**src/rtl/k005297_bubble_page_tx_if.sv**
```systemverilog
// k005297_bubble_page_tx_if: byte-feed handshake, control and serial output of the bubble page transmitter.
interface k005297_bubble_page_tx_if;
    logic       cen_n;
    logic       start;
    logic       bvalid;
    logic [7:0] bdata;
    logic       breq;
    logic       bdout;
    logic       busy;
    logic       done;
    logic       underrun;
    modport master (output cen_n, start, bvalid, bdata, input breq, bdout, busy, done, underrun);
    modport slave (input cen_n, start, bvalid, bdata, output breq, bdout, busy, done, underrun);
endinterface

```
**src/rtl/k005297_bubble_page_tx.sv**
```systemverilog
// k005297_bubble_page_tx: frames SYNC, page bytes, optional CRC-16 and a zero gap onto one MSB-first serial line.
// Define K005297_BUBBLE_TX_CRC_EN to include the CRC-16/CCITT trailer after the data bytes.
module k005297_bubble_page_tx #(
    parameter int          PAGE_BYTES = 64,
    parameter int          BIT_DIV    = 4,
    parameter logic [15:0] SYNC_WORD  = 16'hF0A5,
    parameter int          GAP_BITS   = 8
) (
    input logic clk,
    input logic rst_n,
    k005297_bubble_page_tx_if.slave bus
);
    localparam int DATA_BITS = 8 * PAGE_BYTES;
    typedef enum logic [2:0] {
        IDLE, SYNC, DATA,
`ifdef K005297_BUBBLE_TX_CRC_EN
        CRC,
`endif
        GAP
    } state_t;
    state_t      state, state_d;
    logic [3:0]  div, div_d;
    logic [10:0] cnt, cnt_d, len;
    logic [15:0] sh, sh_d;
    logic [7:0]  hold, hold_d, nb;
    logic        hok, hok_d, req, req_d, dout, dout_d, fin, fin_d, und, und_d;
    logic        take, wrap, last, load;
`ifdef K005297_BUBBLE_TX_CRC_EN
    logic [15:0] crc, crc_d, crc_n;
`endif
    assign bus.breq     = req;
    assign bus.bdout    = dout;
    assign bus.busy     = state != IDLE;
    assign bus.done     = fin;
    assign bus.underrun = und;
    always_comb begin
        state_d = state;
        div_d   = div;
        cnt_d   = cnt;
        sh_d    = sh;
        hold_d  = hold;
        hok_d   = hok;
        req_d   = req;
        dout_d  = dout;
        und_d   = und;
        fin_d   = 1'b0;
        take    = req && bus.bvalid;
        nb      = take ? bus.bdata : (hok ? hold : 8'h00);
        wrap    = div == 4'(BIT_DIV - 1);
`ifdef K005297_BUBBLE_TX_CRC_EN
        crc_d   = crc;
        crc_n   = {crc[14:0], 1'b0} ^ ((crc[15] ^ sh[15]) ? 16'h1021 : 16'h0000);
        len     = state == SYNC ? 11'd16 : state == DATA ? 11'(DATA_BITS) : state == CRC ? 11'd16 : 11'(GAP_BITS);
`else
        len     = state == SYNC ? 11'd16 : state == DATA ? 11'(DATA_BITS) : 11'(GAP_BITS);
`endif
        last    = cnt == len - 11'd1;
        load    = (state == SYNC && last) || (state == DATA && !last && cnt[2:0] == 3'd7);
        if (!bus.cen_n) begin
            if (take) begin
                hold_d = bus.bdata;
                hok_d  = 1'b1;
                req_d  = 1'b0;
            end
            if (state == IDLE) begin
                if (bus.start) begin
                    state_d = SYNC;
                    sh_d    = SYNC_WORD;
                    dout_d  = SYNC_WORD[15];
                    div_d   = 4'd0;
                    cnt_d   = 11'd0;
                    und_d   = 1'b0;
                    hok_d   = 1'b0;
                    req_d   = 1'b0;
`ifdef K005297_BUBBLE_TX_CRC_EN
                    crc_d   = 16'hFFFF;
`endif
                end
            end else begin
                div_d = wrap ? 4'd0 : div + 4'd1;
                if (wrap) begin
                    cnt_d  = last ? 11'd0 : cnt + 11'd1;
                    sh_d   = {sh[14:0], 1'b0};
                    dout_d = sh[14];
                    case (state)
                        SYNC: begin
                            if (cnt == 11'd14) req_d = 1'b1;
                            if (last) state_d = DATA;
                        end
                        DATA: begin
                            if (cnt[2:0] == 3'd6 && cnt < 11'(DATA_BITS - 8)) req_d = 1'b1;
`ifdef K005297_BUBBLE_TX_CRC_EN
                            crc_d = crc_n;
                            if (last) begin
                                state_d = CRC;
                                sh_d    = crc_n;
                                dout_d  = crc_n[15];
                            end
                        end
                        CRC: begin
                            if (last) begin
                                state_d = GAP;
                                dout_d  = 1'b0;
                            end
`else
                            if (last) begin
                                state_d = GAP;
                                dout_d  = 1'b0;
                            end
`endif
                        end
                        default: begin
                            dout_d = 1'b0;
                            if (last) begin
                                state_d = IDLE;
                                fin_d   = 1'b1;
                            end
                        end
                    endcase
                    // a missing byte still occupies its slot, sent as zeros
                    if (load) begin
                        sh_d   = {nb, 8'h00};
                        dout_d = nb[7];
                        und_d  = und | ~(take | hok);
                        hok_d  = 1'b0;
                        req_d  = 1'b0;
                    end
                end
            end
        end
    end
    always_ff @(posedge clk) begin
        if (!rst_n) begin
            state <= IDLE;
            div   <= 4'd0;
            cnt   <= 11'd0;
            sh    <= 16'h0000;
            hold  <= 8'h00;
            hok   <= 1'b0;
            req   <= 1'b0;
            dout  <= 1'b0;
            fin   <= 1'b0;
            und   <= 1'b0;
`ifdef K005297_BUBBLE_TX_CRC_EN
            crc   <= 16'hFFFF;
`endif
        end else begin
            state <= state_d;
            div   <= div_d;
            cnt   <= cnt_d;
            sh    <= sh_d;
            hold  <= hold_d;
            hok   <= hok_d;
            req   <= req_d;
            dout  <= dout_d;
            fin   <= fin_d;
            und   <= und_d;
`ifdef K005297_BUBBLE_TX_CRC_EN
            crc   <= crc_d;
`endif
        end
    end
endmodule

```
**src/flat_wrapper.sv**
```systemverilog
// flat-port wrapper written by rule: the top's interface ports become plain ports
module k005297_bubble_page_tx_flat 
#(
    parameter int          PAGE_BYTES = 64,
    parameter int          BIT_DIV    = 4,
    parameter logic [15:0] SYNC_WORD  = 16'hF0A5,
    parameter int          GAP_BITS   = 8
)
  (clk, rst_n, bus_cen_n, bus_start, bus_bvalid, bus_bdata, bus_breq, bus_bdout, bus_busy, bus_done, bus_underrun);
  k005297_bubble_page_tx_if bus_i ();
  input logic clk;
  input logic rst_n;
  input wire logic [$bits(bus_i.cen_n)-1:0] bus_cen_n;
  input wire logic [$bits(bus_i.start)-1:0] bus_start;
  input wire logic [$bits(bus_i.bvalid)-1:0] bus_bvalid;
  input wire logic [$bits(bus_i.bdata)-1:0] bus_bdata;
  output wire logic [$bits(bus_i.breq)-1:0] bus_breq;
  output wire logic [$bits(bus_i.bdout)-1:0] bus_bdout;
  output wire logic [$bits(bus_i.busy)-1:0] bus_busy;
  output wire logic [$bits(bus_i.done)-1:0] bus_done;
  output wire logic [$bits(bus_i.underrun)-1:0] bus_underrun;
  assign bus_i.cen_n = bus_cen_n;
  assign bus_i.start = bus_start;
  assign bus_i.bvalid = bus_bvalid;
  assign bus_i.bdata = bus_bdata;
  assign bus_breq = bus_i.breq;
  assign bus_bdout = bus_i.bdout;
  assign bus_busy = bus_i.busy;
  assign bus_done = bus_i.done;
  assign bus_underrun = bus_i.underrun;
  k005297_bubble_page_tx #(.PAGE_BYTES(PAGE_BYTES), .BIT_DIV(BIT_DIV), .SYNC_WORD(SYNC_WORD), .GAP_BITS(GAP_BITS)) u_core (.clk(clk), .rst_n(rst_n), .bus(bus_i));
endmodule
```
**config.mk**
```make
export PLATFORM = sky130hd
export DESIGN_NAME = k005297_bubble_page_tx_flat
export DESIGN_NICKNAME = d
export VERILOG_FILES = /design/src/rtl/k005297_bubble_page_tx_if.sv /design/src/rtl/k005297_bubble_page_tx.sv /design/src/flat_wrapper.sv
export SDC_FILE = /design/constraint.sdc
export NUM_CORES = 1
export LEC_CHECK = 0
export ABC_AREA = 1
export BUFFER_PORTS_ARGS = -buffer_cell sky130_fd_sc_hd__buf_2
export CAP_MARGIN = 40
export CORE_MARGIN = 4
export CORE_UTILIZATION = 45
export CTS_CLUSTER_SIZE = 12
export DETAILED_ROUTE_END_ITERATION = 16
export PLACE_DENSITY = 0.68
export SLEW_MARGIN = 15
export SYNTH_ARGS = -nofsm -noshare
export SYNTH_HDL_FRONTEND = slang
export SYNTH_SLANG_ARGS = --single-unit
```
**constraint.sdc**
```tcl
create_clock -name clk -period 2.61 [get_ports clk]
set_input_delay 0.522 -clock clk [delete_from_list [all_inputs] [get_ports clk]]
set_output_delay 0.522 -clock clk [all_outputs]
set_load 0.1 [all_outputs]
```
==> impl_results.md <==
- Status: finished, final reports clean
- Wirelength per Cell: approximately 12 um
- GRT overflow: 0
- Placed cell areas: 2400 um2
- Post-synthesis area per instance: 7.15 um2
- Clock slew at reported path FFs: 0.09 ns
- DRC viols: 0
- Worst VDD drop: between 0.0004 and 0.0005 V
- Crit path max fanout: 6
- Final instance area: approximately 2500 um2
- Antenna diodes: 0
- Die Area: 6270 um2
- CP arrival: 1.65 ns
- Gate Count Post-Synth: 319
- Worst setup EP type: output port
- CTS Hold Bufs: 0
- # fillers: 500
- # Post-CTS Setup Buffers: 0
- Slew HR: 0.610
- Clk_skew: 0.00405 ns
- Pin count of the biggest net entering global routing: 18
- Synth area leaders: dfxtp_1 39%, nand2_1 13%, inv_1 5.9%
- PwrDens: about 840 nW/um2
- Total of max-cap violations: 0
- Number of cell rows: 25
- Post-Route Setup TNS: 0 ns
- Number of synthesis warnings: 0
- Die W: slightly below 80 um
- Global-route wire length before repair: 8.23 mm
- Gates resized, CTS repair: 0
- Top cells by count, synth: 78 x nand2_1, 45 x dfxtp_1, 36 x inv_1, 28 x nor2_1, 21 x o21ai_0
- Proportion of layout cells with a drive suffix above 1: 0.140
- Yosys reg bits: 45
- Clk Latency, worst-skew pair: 0.30 ns
- Worst Max-Slew Pin Slew: about 0.58 ns
- Post-synth net total: 340
- Placed cell count: roughly 400
- Final ANT Viol Nets: 0
- RR Startpoint: u_core.state[0]$_SDFFE_PN0P_
- Vias in the first global route: ~1800
- Net count, final: 356
- Setup crit start: u_core.state[0]$_SDFFE_PN0P_
- Dominant synthesized flop cell: dfxtp_1
- Leakage: about 1.1 nW
- Vias per cell: 4.95
- Synth top area share: 0.395
- Dpl hpwl: 3.45 mm
- Post-synth cell types: 30
- Via count: 1996
- Multi-input gate area: 1160 um2
- Routability cong.: between 0.8 and 0.9
- DRT Pass-1 Iters: 4
- CP Launch Type: flop
- CTS H-tree lvls: 2
- Final Slew Violations: 0
- HP Start: u_core.sh[10]$_SDFFE_PN0P_
- WS Path Type: flop to output port
- Non-filler cells, final: roughly 400
- Root Driver: clkbuf_8
- Register area: 901 um2
- Total GRT Usage: 0.165
- CTS Buf Count: 5
- Starting Density: 0.474
- IO buf count: 17
- Mapped Area: roughly 2300 um2
- Initial antenna violation count: 0
- Count leader, synth: nand2_1
- WP data required: 2.09 ns
- Clk buf depth: 2
- Synthesis-to-finish area growth: 10.3%
- Hold Crit Class: flop to flop
- Sequential area share after synthesis: 0.395
- Max Fclk: around 0.46 GHz
- Worst Slack Setup Final: 0.439 ns
- Pre-CTS setup slack: about 0.55 ns
- Largest area contributor in the netlist: dfxtp_1
- Core ar.: 4820 um2
- Final setup fails: 0
- Io pins: 18
- 1st-iter DRT viols: 113
- CTS tree: yes
- DRT Wirelength: 4.83 mm
- Ys async rst share: 0
- Fin util: 0.522
- Clk sinks: 45
- Final Hold Fails: 0
- Fin crit period: roughly 2.2 ns
- RSZ-0062 raised after global routing: no
- Vert. Die Dim: 79.2 um
- Post-synth EDFFs: 0
- Final period utilization: 0.832
layout make-up:
| cell class | instances | share of cell area |
|---|---|---|
| Multi-Input combinational cell | 223 | 0.461 |
| Timing Repair Buffer | 18 | 0.0368 |
| Clock inverter | 2 | 0.0149 |
| Tap cell | 67 | 0.0333 |
| Inverter | 42 | 0.0632 |
| Sequential cell | 45 | 0.358 |
| Clock buffer | 6 | 0.0328 |
power by group:
group | switching, W | total (W) | leakage [nW] | internal (W)
registers | 0.0000462 | 0.000813 | 0.365 | 0.000766
clock network | 0.000253 | 0.000564 | 0.0574 | 0.000312
logic | 0.000557 | 0.000749 | 0.632 | 0.000192
total | 0.000856 | 0.00213 | 1.05 | 0.00127
placed cells by master (no fill, tap or decap):
cell type and count:
clkinv_2 1, nand2_1 78, nand2_4 2, nor2_4 4, ha_1 8, nand4_1 3, inv_2 5, bufinv_16 1
buf_4 1, xor2_1 7, a211oi_1 7, o21ai_1 8, nand3_1 19, nor2_2 1, inv_1 36, o22ai_1 2
nand2_2 5, nor2_1 28, buf_2 17, nor3_1 2, dfxtp_1 45, a21oi_1 20, or2_2 1, a31oi_1 2
clkinvlp_4 1, nand3_2 2, nor3b_1 2, clkbuf_8 6, o21ai_0 21, o211ai_1 1
worst max-delay path: stages, from the launching register on:
cell and delay [ns]:
dfxtp_1 0.36, inv_1 0.09, ha_1 0.29, inv_2 0.15, buf_2 0.45
flip-flops by register name, indices dropped and copies added (netlist names), 2 cells and up:
signal and cells:
u_core.cnt 11, u_core.div 4, u_core.hold 8, u_core.sh 15, u_core.state 2
routing by layer:
layer | part of all wire | track usage
met1 | 0.48 | 0.215
met2 | 0.45 | 0.265
met3 | 0.044 | 0.0329
met4 | 0.023 | 0.0722
met5 | 0 | 0
path summary, 6_finish.rpt:
check	slack (ns)	endpoint	cells after the start
hold / removal	0.46	u_core.sh[10]$_SDFFE_PN0P_	2
hold reg to reg	0.46	u_core.sh[10]$_SDFFE_PN0P_	2
setup reg to reg	0.53	u_core.bus.bdout$_SDFFE_PN0P_	14
setup / recovery	0.44	bus_busy	4
per-stage QoR:
| step | total power (W) | hold WS, ns |
|---|---|---|
| 2_1_floorplan | 0.00143 | 0.426 |
| 3_3_place_gp | 0.00157 | 0.441 |
| 3_5_place_dp | 0.00157 | 0.447 |
| 4_1_cts | 0.00213 | 0.458 |
| 5_1_grt | 0.00226 | 0.465 |
| 6_report | 0.00213 | 0.457 |
logic make-up after synthesis:
| family | after synthesis | share of synthesized area |
|---|---|---|
| AO/OA/AOI/OAI | 61 | 0.145 |
| buffers and inverters | 51 | 0.0965 |
| AND/OR/NAND/NOR | 147 | 0.293 |
| adder cells (fa/ha/maj) | 8 | 0.0439 |
| flip-flops | 45 | 0.395 |
| XOR/XNOR | 7 | 0.0269 |
(Power assumes the default switching activity.)
